$ cat src/rtl/seq_counter_pkg.sv
// seq_counter_pkg: shared mode encoding and period helpers for the sequence counter
package seq_counter_pkg;
  typedef enum logic [1:0] {RING, JOHNSON, BINARY, TABLE} mode_e;
  function automatic int unsigned max3(int unsigned a, int unsigned b, int unsigned c);
    return (a >= b && a >= c) ? a : (b >= c ? b : c);
  endfunction
  function automatic int unsigned period_of(mode_e m, int unsigned len, int unsigned width);
    return m == RING ? width : m == JOHNSON ? 2 * width : m == BINARY ? (32'd1 << width) : len;
  endfunction
endpackage

$ cat src/rtl/seq_pattern_decode.sv
// seq_pattern_decode: combinational map from (mode, position, table entry) to output pattern
module seq_pattern_decode
  import seq_counter_pkg::*;
#(
  parameter int WIDTH = 4,
  parameter int P_W = 4
) (
  input  mode_e            mode,
  input  logic [P_W-1:0]   p,
  input  logic [WIDTH-1:0] tbl_rd,
  output logic [WIDTH-1:0] count_out
);
  logic [WIDTH-1:0] ring, john;
  always_comb begin
    ring = WIDTH'(1) << p;
    // Johnson fills ones from the bottom, then shifts them out the top
    john = (p <= P_W'(WIDTH)) ? ring - WIDTH'(1) : {WIDTH{1'b1}} << (p - P_W'(WIDTH));
    count_out = mode == RING ? ring : mode == JOHNSON ? john : mode == BINARY ? p[WIDTH-1:0] : tbl_rd;
  end
endmodule

$ cat src/rtl/seq_counter_param.sv
// seq_counter_param: programmable ring/Johnson/binary/table sequence counter
module seq_counter_param
  import seq_counter_pkg::*;
#(
  parameter int WIDTH = 4,
  parameter int DEPTH = 8,
  parameter int IDX_W = $clog2(DEPTH),
  parameter int P_W = int'(max3(WIDTH, IDX_W, $clog2(2 * WIDTH)))
) (
  input  logic             clk,
  input  logic             reset,
  input  logic             en,
  input  logic             dir,
  input  logic             restart,
  input  logic [1:0]       mode_in,
  input  logic [IDX_W:0]   tbl_len,
  input  logic             wr_en,
  input  logic [IDX_W-1:0] wr_addr,
  input  logic [WIDTH-1:0] wr_data,
  output logic [WIDTH-1:0] count_out,
  output logic [P_W-1:0]   step_idx,
  output logic             wrap
);
  logic [P_W-1:0] p, p_nxt;
  mode_e mode_q;
  logic [IDX_W:0] len_q, len_c;
  logic [WIDTH-1:0] tbl [DEPTH];
  logic [P_W:0] per, last;
  logic wrapped;
  always_comb begin
    per = (P_W + 1)'(period_of(mode_q, 32'(len_q), WIDTH));
    last = per - 1'b1;
    wrapped = dir ? (p == '0) : ({1'b0, p} == last);
    p_nxt = dir ? (wrapped ? last[P_W-1:0] : p - 1'b1) : (wrapped ? '0 : p + 1'b1);
    len_c = (tbl_len == '0 || tbl_len > (IDX_W + 1)'(DEPTH)) ? (IDX_W + 1)'(DEPTH) : tbl_len;
  end
  always_ff @(posedge clk or negedge reset)
    if (!reset) begin
      p <= '0;
      mode_q <= RING;
      len_q <= (IDX_W + 1)'(DEPTH);
      wrap <= 1'b0;
    end else if (restart) begin
      p <= '0;
      mode_q <= mode_e'(mode_in);
      len_q <= len_c;
      wrap <= 1'b0;
    end else begin
      p <= en ? p_nxt : p;
      wrap <= en && wrapped;
    end
  // Table writes are independent of stepping; a step never reads the table
  always_ff @(posedge clk or negedge reset)
    if (!reset) tbl <= '{default: '0};
    else if (wr_en) tbl[wr_addr] <= wr_data;
  seq_pattern_decode #(.WIDTH(WIDTH), .P_W(P_W)) u_dec (
    .mode(mode_q),
    .p(p),
    .tbl_rd(tbl[p[IDX_W-1:0]]),
    .count_out(count_out)
  );
  assign step_idx = p;
endmodule

$ cat config.mk
export PLATFORM = sky130hd
export DESIGN_NAME = seq_counter_param
export DESIGN_NICKNAME = d
export VERILOG_FILES = /design/src/rtl/seq_counter_pkg.sv /design/src/rtl/seq_pattern_decode.sv /design/src/rtl/seq_counter_param.sv
export SDC_FILE = /design/constraint.sdc
export NUM_CORES = 1
export LEC_CHECK = 0
export CAP_MARGIN = 20
export CORE_AREA = 5 5 86 88
export DETAILED_ROUTE_END_ITERATION = 10
export DIE_AREA = 0 0 91 93
export GPL_TIMING_DRIVEN = 0
export PLACE_DENSITY = 0.65
export SYNTH_ARGS = -nofsm -noshare
export SYNTH_HDL_FRONTEND = slang
export SYNTH_SLANG_ARGS = --single-unit
$ cat constraint.sdc
create_clock -name clk -period 6.7 [get_ports clk]
set_input_delay 1.005 -clock clk [delete_from_list [all_inputs] [get_ports clk]]
set_output_delay 1.005 -clock clk [all_outputs]
set_load 0.02 [all_outputs]
After elaboration in Yosys (flattened, before gate mapping)

Cells that the tools add are included.

Word-level logic and storage cells: 57
Register bits: 43
Output and inout port bits: 9

$add $sub $neg: 5
Shift operators: 2
Equal/unequal tests: 3
Bitwise operators: 2
Reduce and logical (&&, ||, !) cells: 7
Mux-type cells: 21
Magnitude comparators: 5

Operator list:

| operator                                                                      | number |
|---|---|
| 4-bit 2-to-1 mux                                                              | 13 |
| 32-bit bitwise mux                                                            | 1 |
| 5-bit 2-to-1 mux                                                              | 3 |
| 4-bit binary-select mux with 3-bit select                                     | 1 |
| 4-bit demux with 3-bit select                                                 | 1 |
| 4-bit greater-or-equal comparator (second input constant)                     | 2 |
| 4-bit logical NOT                                                             | 2 |
| 3-bit inverter with 4-bit output                                              | 2 |
| 4-bit by 1-bit subtractor with 4-bit output (second input constant)           | 2 |
| 4-bit by 5-bit equality test with 1-bit output                                | 1 |
| 5-bit by 1-bit subtractor with 5-bit output (second input constant)           | 1 |
| 4-bit by 1-bit adder with 4-bit output (second input constant)                | 1 |
| 4-bit > comparator (second input constant)                                    | 1 |
| 4-bit by 3-bit <= comparator with 1-bit output (second input constant)        | 1 |
| 4-bit by 1-bit less-than comparator with 1-bit output (second input constant) | 1 |
| 1-bit by 4-bit left shift with 4-bit output (first input constant)            | 1 |
| 4-bit by 4-bit left shift with 4-bit output (first input constant)            | 1 |
| 4-bit by 3-bit subtractor with 4-bit output (second input constant)           | 1 |
| 2-bit by 1-bit equality test with 1-bit output (second input constant)        | 1 |
| 2-bit equality test (second input constant)                                   | 1 |
| 1-bit logical AND                                                             | 2 |
| 2-bit logical NOT                                                             | 1 |
| 1-bit 2-to-1 mux                                                              | 2 |
| 2-bit nonzero test                                                            | 1 |
| 1-bit logical OR                                                              | 1 |

Logic depth before layout (Yosys ltp)

Gate-level depths: netlist (run 1).

Depth after elaboration: 11
Depth in mapped cells: 10

By module

Synthesis (run 1) repeated with hierarchy kept, for this count alone.

Cells, all modules: 238
Area, all modules: 2667.6 µm²

Modules (own cells, without submodules):

| module             | cells each | area each (µm²) | instances |
|---|---|---|---|
| seq_counter_param  | 183        | 2303.5          | 1 |
| seq_pattern_decode | 55         | 364.1           | 1 |

Worst setup path after synthesis (run 1)

No wires, ideal clock.

Path type: register -> output
Start point: register p[1] (netlist: step_idx[1])
End point: output count_out[2]
Stages on the path, launching flop included: 11
Setup slack: 3.148 ns
Buffers on the path: 3
Data required time: 5.695 ns
Arrival time: 2.547 ns
Path through: dfrtp_1 -> buf_6 -> clkbuf_1 -> inv_1 -> ha_1 -> nand2b_1 -> and2_0 -> clkbuf_1 -> a31o_2 -> a221oi_1 -> o31a_1

Cells in the longest elaborated chain, start to end: 7

Ends and longest elaborated chain:

| what                                                                                                | line                     | text |
|---|---|---|
| start: declaration                                                                                  | seq_counter_param.sv:24  | `logic [P_W-1:0] p, p_nxt;` |
| start signal: assignment                                                                            | seq_counter_param.sv:49  | `p <= en ? p_nxt : p;` |
| parallel branches: the longest is 6 deep, another holds 4-bit by 3-bit subtractor with 4-bit output | --                       |  |
| 4-bit 2-to-1 mux (*)                                                                                | seq_pattern_decode.sv:18 | `count_out = mode == RING ? ring : mode == JOHNSON ? john : mode == BINARY ? p[WIDTH-1:0] : tbl_rd;` |
| end: declaration                                                                                    | seq_counter_param.sv:20  | `output logic [WIDTH-1:0] count_out,` |

Every way passes the cells marked *. The select of a mux whose other input is x is not followed.

Worst setup path in the final report (run 1)

Same ends and word-level chain as after synthesis.

==> results of run 1 <==
worst min-delay path by stage:
stage / startpoint / cells after the start / slack, ns / to
2_1_floorplan: tbl[16] / 1 / 0.47 / tbl[16]
3_5_place_dp: tbl[8] / 1 / 0.49 / tbl[8]
3_3_place_gp: tbl[11] / 1 / 0.48 / tbl[11]
6_report: tbl[0] / 1 / 0.51 / tbl[0]
4_1_cts: tbl[8] / 1 / 0.51 / tbl[8]
5_1_grt: tbl[8] / 1 / 0.52 / tbl[8]
stage by stage:
step	setup slack [ns]	power, uW
CTS	1.97	794
finish	1.96	789
global placement	2.30	626
global route	1.79	836
detailed placement	2.30	634
floorplan	3.15	539
metal layers:
| metal | up-vias | GRT usage, % |
|---|---|---|
| met1 | 1036 | 20.0 |
| met3 | 15 | 2.65 |
| met2 | 66 | 25.2 |
| met4 | 0 | 5.01 |
| li1 | 983 | - |
| met5 | - | 0 |
final cells by class:
| cell class | instances | area (um2) |
|---|---|---|
| fill | 610 | 3470 |
| multi-input combinational | 177 | 1450 |
| sequential | 43 | 1080 |
| timing repair buffer | 27 | 275 |
| tap | 80 | 100 |
| buffer | 15 | 75.1 |
| clock buffer | 5 | 68.8 |
| inverter | 9 | 33.8 |
| clock inverter | 2 | 13.8 |
state kept, by name (all words and copies together) (netlist names):
register	count
mode_q	2
len_q	4
step_idx	4
tbl	32
wrap	1
synthesized netlist by cell type (all sizes together), types with 7 or more instances:
| cell | count | area share (%) |
|---|---|---|
| nand2 | 15 | 2.1 |
| mux2 | 33 | 14 |
| a21oi | 10 | 1.9 |
| inv | 9 | 1.3 |
| dfrtp | 42 | 40 |
| mux4 | 8 | 7.0 |
| o21ai | 15 | 2.8 |
| nor3 | 9 | 1.7 |
| nor2 | 10 | 1.4 |
| ha | 7 | 3.3 |
| clkbuf | 9 | 1.3 |
logic make-up (layout without fill, tap and decap cells):
family | after synthesis | count (layout) | share of synthesized area [%]
AOI/OAI and AO/OA | 52 | 52 | 13.5
xor gates and xnor gates | 5 | 5 | 1.66
adders and majority gates | 7 | 7 | 3.32
buffers and inverters | 24 | 58 | 4.12
DFF | 43 | 43 | 40.8
muxes | 44 | 44 | 22.2
and+or+nand+nor | 69 | 69 | 14.4
where the power goes:
part | internal, uW | switching [uW] | leakage [uW]
Clock | 71.3 | 89.4 | 0.0000440
Combinational | 147 | 145 | 0.000665
Sequential | 310 | 27.7 | 0.000525
==> impl_metrics.yaml, run 1 <==
route:
  met1Wirelength_mm: 2.77
  routed_wl_mm: 6.27
  highest_layer: "met4"
  dr_wl_met2_mm: 3.04
  firstDrtPassIters: 4
  ant_nets: 0
  via_count: 2100
  drt_iter0_markers: 106
  route.met3.wl_um: 323
  drc: 0
  avgRoutedWirePerCell_um: 17.5
  vias_per_cell: 5.87
grt:
  grt_usage_pct: 15.1
  grt_antenna_before_repair: 0
  grt_pass1_vias: 2065
  overflow: 0
  grt_pass1_wl_mm: 10.4
  grt_max_degree: 27
power_and_ir_drop:
  pwr_density_cell_mw_per_mm2: 255
  vdd_drop_max_mv: 0.157
  power_leakage_uw: 0.00123
critical_path:
  r2r_setup_slack_ns: 3.90
  critPathTopFamily: "buffers and inverters"
  worst_setup_path_end_kind: "output port"
  r2r_cells: 9
  cpPeakStageDelay_ns: 0.60
  critPathLaunch: "step_idx[1]"
  regToRegEndpoint: "step_idx[2]"
  cpMostUsedCell: "clkbuf_1"
  worstPathMaxFanout: 10
  crit_cells: 11
  crit_chain: "buf_6 -> clkbuf_1 -> inv_1 -> ha_1 -> nand2b_1 -> and2_0 -> clkbuf_1 -> a31o_2 -> a221oi_1 -> o31a_1 -> clkdlybuf4s50_1"
  setup.worst_path.class: "register to output port"
  r2r_start: "mode_q[1]"
  endpoint: "count_out[2]"
  crit_path_start_kind: "register"
  crit_buf_inv: 5
  crit_slowest_cell: "clkdlybuf4s50_1"
  crit_arrival_ns: 3.73
  required_ns: 5.69
place:
  port_buffers: 26
  place_hpwl_mm: 4.56
  dp.cells: 351
  dpl_cell_area_mm2: 0.00301
  globalplace.congestion: 0.891
clocking:
  path_clk_slew_ns: 0.08
  htreeDepth: 2
  cts_setup_buffers: 0
  cts-buffers-inserted: 5
  cts_sinks: 43
  cts_hold_buffers: 0
  cts_tree: "yes"
  cts_max_path_buffers: 2
  worstSkewPairLatency_ns: 0.30
  ctsRootBufferMaster: "clkbuf_8"
  post_cts_resized: 0
synthesis:
  yosys_warnings: 0
  synth_seq_cells: 43
  ys_types: 54
  ys_seq_area_share_pct: 40.8
  synth_edf_count: 0
  ys.flop_type: "dfrtp_1"
  synthArstFlopShare_pct: 100
  syn_avg_cell_area_um2: 10.8
  syn_area_mm2: 0.00264
  syn-instance-count: 244
  synth_nets: 270
layout:
  instances_no_fill: 358
  final_cell_mix: "42 x dfrtp_1, 33 x mux2_2, 25 x clkdlybuf4s50_1, 15 x nand2_1, 15 x o21ai_0"
  drive_above_1_share_pct: 21.6
  syn_to_final_growth_pct: 17.4
  final_common_cell: "dfrtp_1"
  nets: 304
  num_antenna_cells: 0
  stdcell_area_mm2: 0.00310
  utilization_pct: 47.1
timing:
  slew_headroom_pct: 42.3
  post-route-period-util_pct: 70.7
  rsz0062_at_grt: "no"
  drv_slew: 0
  fin_skew_ns: 0.00242
  hold_slack_ns: 0.506
  setup_viol: 0
  tightest_slew_ns: 0.864
  setup_tns_ns: 0
  min_period_ns: 4.74
  hold_viol: 0
  max_freq_ghz: 0.211
floorplan:
  die_h_um: 93
  ioPinCount: 28
  die_w_um: 91
  std_cell_rows: 30
  core-area_mm2: 0.00657
  initial_core_util_pct: 40.2
  dieArea_mm2: 0.00846
hold_path:
  hold_path_class: "register to register"
job:
  cap_violations: 0
run_status:
  outcome: "finished, final reports clean"
(Power assumes the default switching activity.)
==> run 2, diff against run 1 <==
Settings changed: PLACE_DENSITY 0.65 to 0.67.
Clock period 6.7 ns to 4.27 ns, I/O delays scaled along.
==> impl_metrics.yaml, run 2 (synthesized netlist as in run 1, its figures left out) <==
run_status:
  outcome: "finished, final reports clean"
critical_path:
  worstPathMaxFanout: 10
  worst_setup_path_end_kind: "output port"
  setup.worst_path.class: "register to output port"
  crit_path_start_kind: "register"
  crit_arrival_ns: 3.24
  required_ns: 3.63
timing:
  drv_slew: 0
  slew_headroom_pct: 41.1
  fin_skew_ns: 0.00192
  fin_ws_ns: 0.388
  tightest_slew_ns: 0.881
  min_period_ns: 3.88
  hold_viol: 0
  max_freq_ghz: 0.258
  setup_viol: 0
  setup_tns_ns: 0
  rsz0062_at_grt: "no"
  post-route-period-util_pct: 90.9
clocking:
  path_clk_slew_ns: 0.08
  cts-buffers-inserted: 5
  htreeDepth: 2
  worstSkewPairLatency_ns: 0.30
  ctsRootBufferMaster: "clkbuf_8"
  cts_sinks: 43
  cts_tree: "yes"
  cts_hold_buffers: 0
  cts_max_path_buffers: 2
route:
  avgRoutedWirePerCell_um: 17.0
  drc: 0
  vias_per_cell: 5.72
  routed_wl_mm: 6.09
  drt_iter0_markers: 86
  ant_nets: 0
  via_count: 2048
  firstDrtPassIters: 4
power_and_ir_drop:
  power_uw: 1310
  pwr_density_cell_mw_per_mm2: 420
  power_leakage_uw: 0.00124
  vdd_drop_max_mv: 0.239
layout:
  instances_no_fill: 358
  nFillCells: 612
  nets: 303
  final_cell_mix: "42 x dfrtp_1, 33 x mux2_2, 25 x clkdlybuf4s50_1, 15 x nand2_1, 15 x o21ai_0"
  stdcell_area_mm2: 0.00313
  largest_reg_flops: 32
  drive_above_1_share_pct: 21.9
  num_antenna_cells: 0
  top_register: "tbl"
  syn_to_final_growth_pct: 18.4
  final_common_cell: "dfrtp_1"
place:
  dp.cells: 351
  place_hpwl_mm: 4.52
  port_buffers: 26
  dp_slack_ns: 0.230
  globalplace.congestion: 0.899
  dpl_cell_area_mm2: 0.00301
floorplan:
  ioPinCount: 28
  dieArea_mm2: 0.00846
  core-area_mm2: 0.00657
  die_w_um: 91
  initial_core_util_pct: 40.2
  die_h_um: 93
  std_cell_rows: 30
hold_path:
  hold_path_class: "input port to async pin"
grt:
  grt_pass1_wl_mm: 10.3
  overflow: 0
  grt_pass1_vias: 2080
  grt_antenna_before_repair: 0
  grt_max_degree: 30
  grt_usage_pct: 15.2
job:
  cap_violations: 0
==> run 2: cell count changes in the layout (fill, tap and decap cells not counted), sizes merged <==
cell,previous run,this run
clkinv,2,0
bufinv,0,1
clkbuf,14,13
clkinvlp,0,1
inv,9,10
==> run 2: per-layer routing <==
metal	global-route usage [%]	routed length [um]	vias to the layer above
met1	20.6	2850	1012
met5	0	0	-
met3	2.57	270	11
li1	-	-	981
met2	24.8	2860	44
met4	4.77	99	0
==> run 2: final timing paths <==
check	startpoint	endpoint	slack [ns]	depth (start not counted)
max in group asynchronous	reset	step_idx[3]	3.56	2
setup reg to reg	mode_q[1]	step_idx[2]	1.55	9
hold reg to reg	tbl[0]	tbl[0]	0.51	1
setup / recovery	step_idx[2]	count_out[0]	0.39	9
min in group clk	tbl[0]	tbl[0]	0.51	1
hold / removal	reset	tbl[22]	0.24	1
==> run 2: per-stage QoR <==
| step | hold WS (ns) | utilization, % |
|---|---|---|
| finish | 0.239 | 47.6 |
| global route | 0.253 | 47.6 |
| CTS | 0.246 | 47.6 |
| detailed placement | 0.490 | 45.9 |
| global placement | 0.485 | 45.7 |
| floorplan | 0.345 | - |
==> run 2: area by class of cell <==
| type | instances | area (um2) | share of cell area (%) |
|---|---|---|---|
| inverters | 9 | 33.8 | 1.08 |
| clock buffers | 5 | 68.8 | 2.20 |
| well taps | 80 | 100 | 3.20 |
| flip-flops and latches | 43 | 1080 | 34.5 |
| repair buffers | 27 | 275 | 8.81 |
| multi-input cells | 177 | 1450 | 46.5 |
| plain buffers | 14 | 71.3 | 2.28 |
| clock inverters | 3 | 46.3 | 1.48 |
==> run 2: timing repair <==
item,4_1_cts,5_1_grt
setup buffers,0,0
setup endpoints to repair,1,0
gates resized for setup,0,0
==> run 2: power by group <==
part | total (uW) | switching [uW] | internal [uW]
clock | 332 | 156 | 176
sequential | 528 | 42.6 | 485
combinational | 453 | 224 | 229
==> run 2: worst max-delay path, stage by stage, from the launching register on <==
cell	delay, ns
dfrtp_1	0.40
buf_2	0.26
buf_1	0.43
inv_1	0.17
ha_1	0.31
and2_1	0.15
a31oi_1	0.10
a311oi_1	0.28
o31a_1	0.22
clkdlybuf4s50_1	0.62
==> run 3, diff against run 2 <==
Settings changed: CAP_MARGIN 20 to default, CTS_CLUSTER_SIZE from default to 40.
==> results of run 3 <==
Final layout, timing and power as in run 2 (identical DEF).
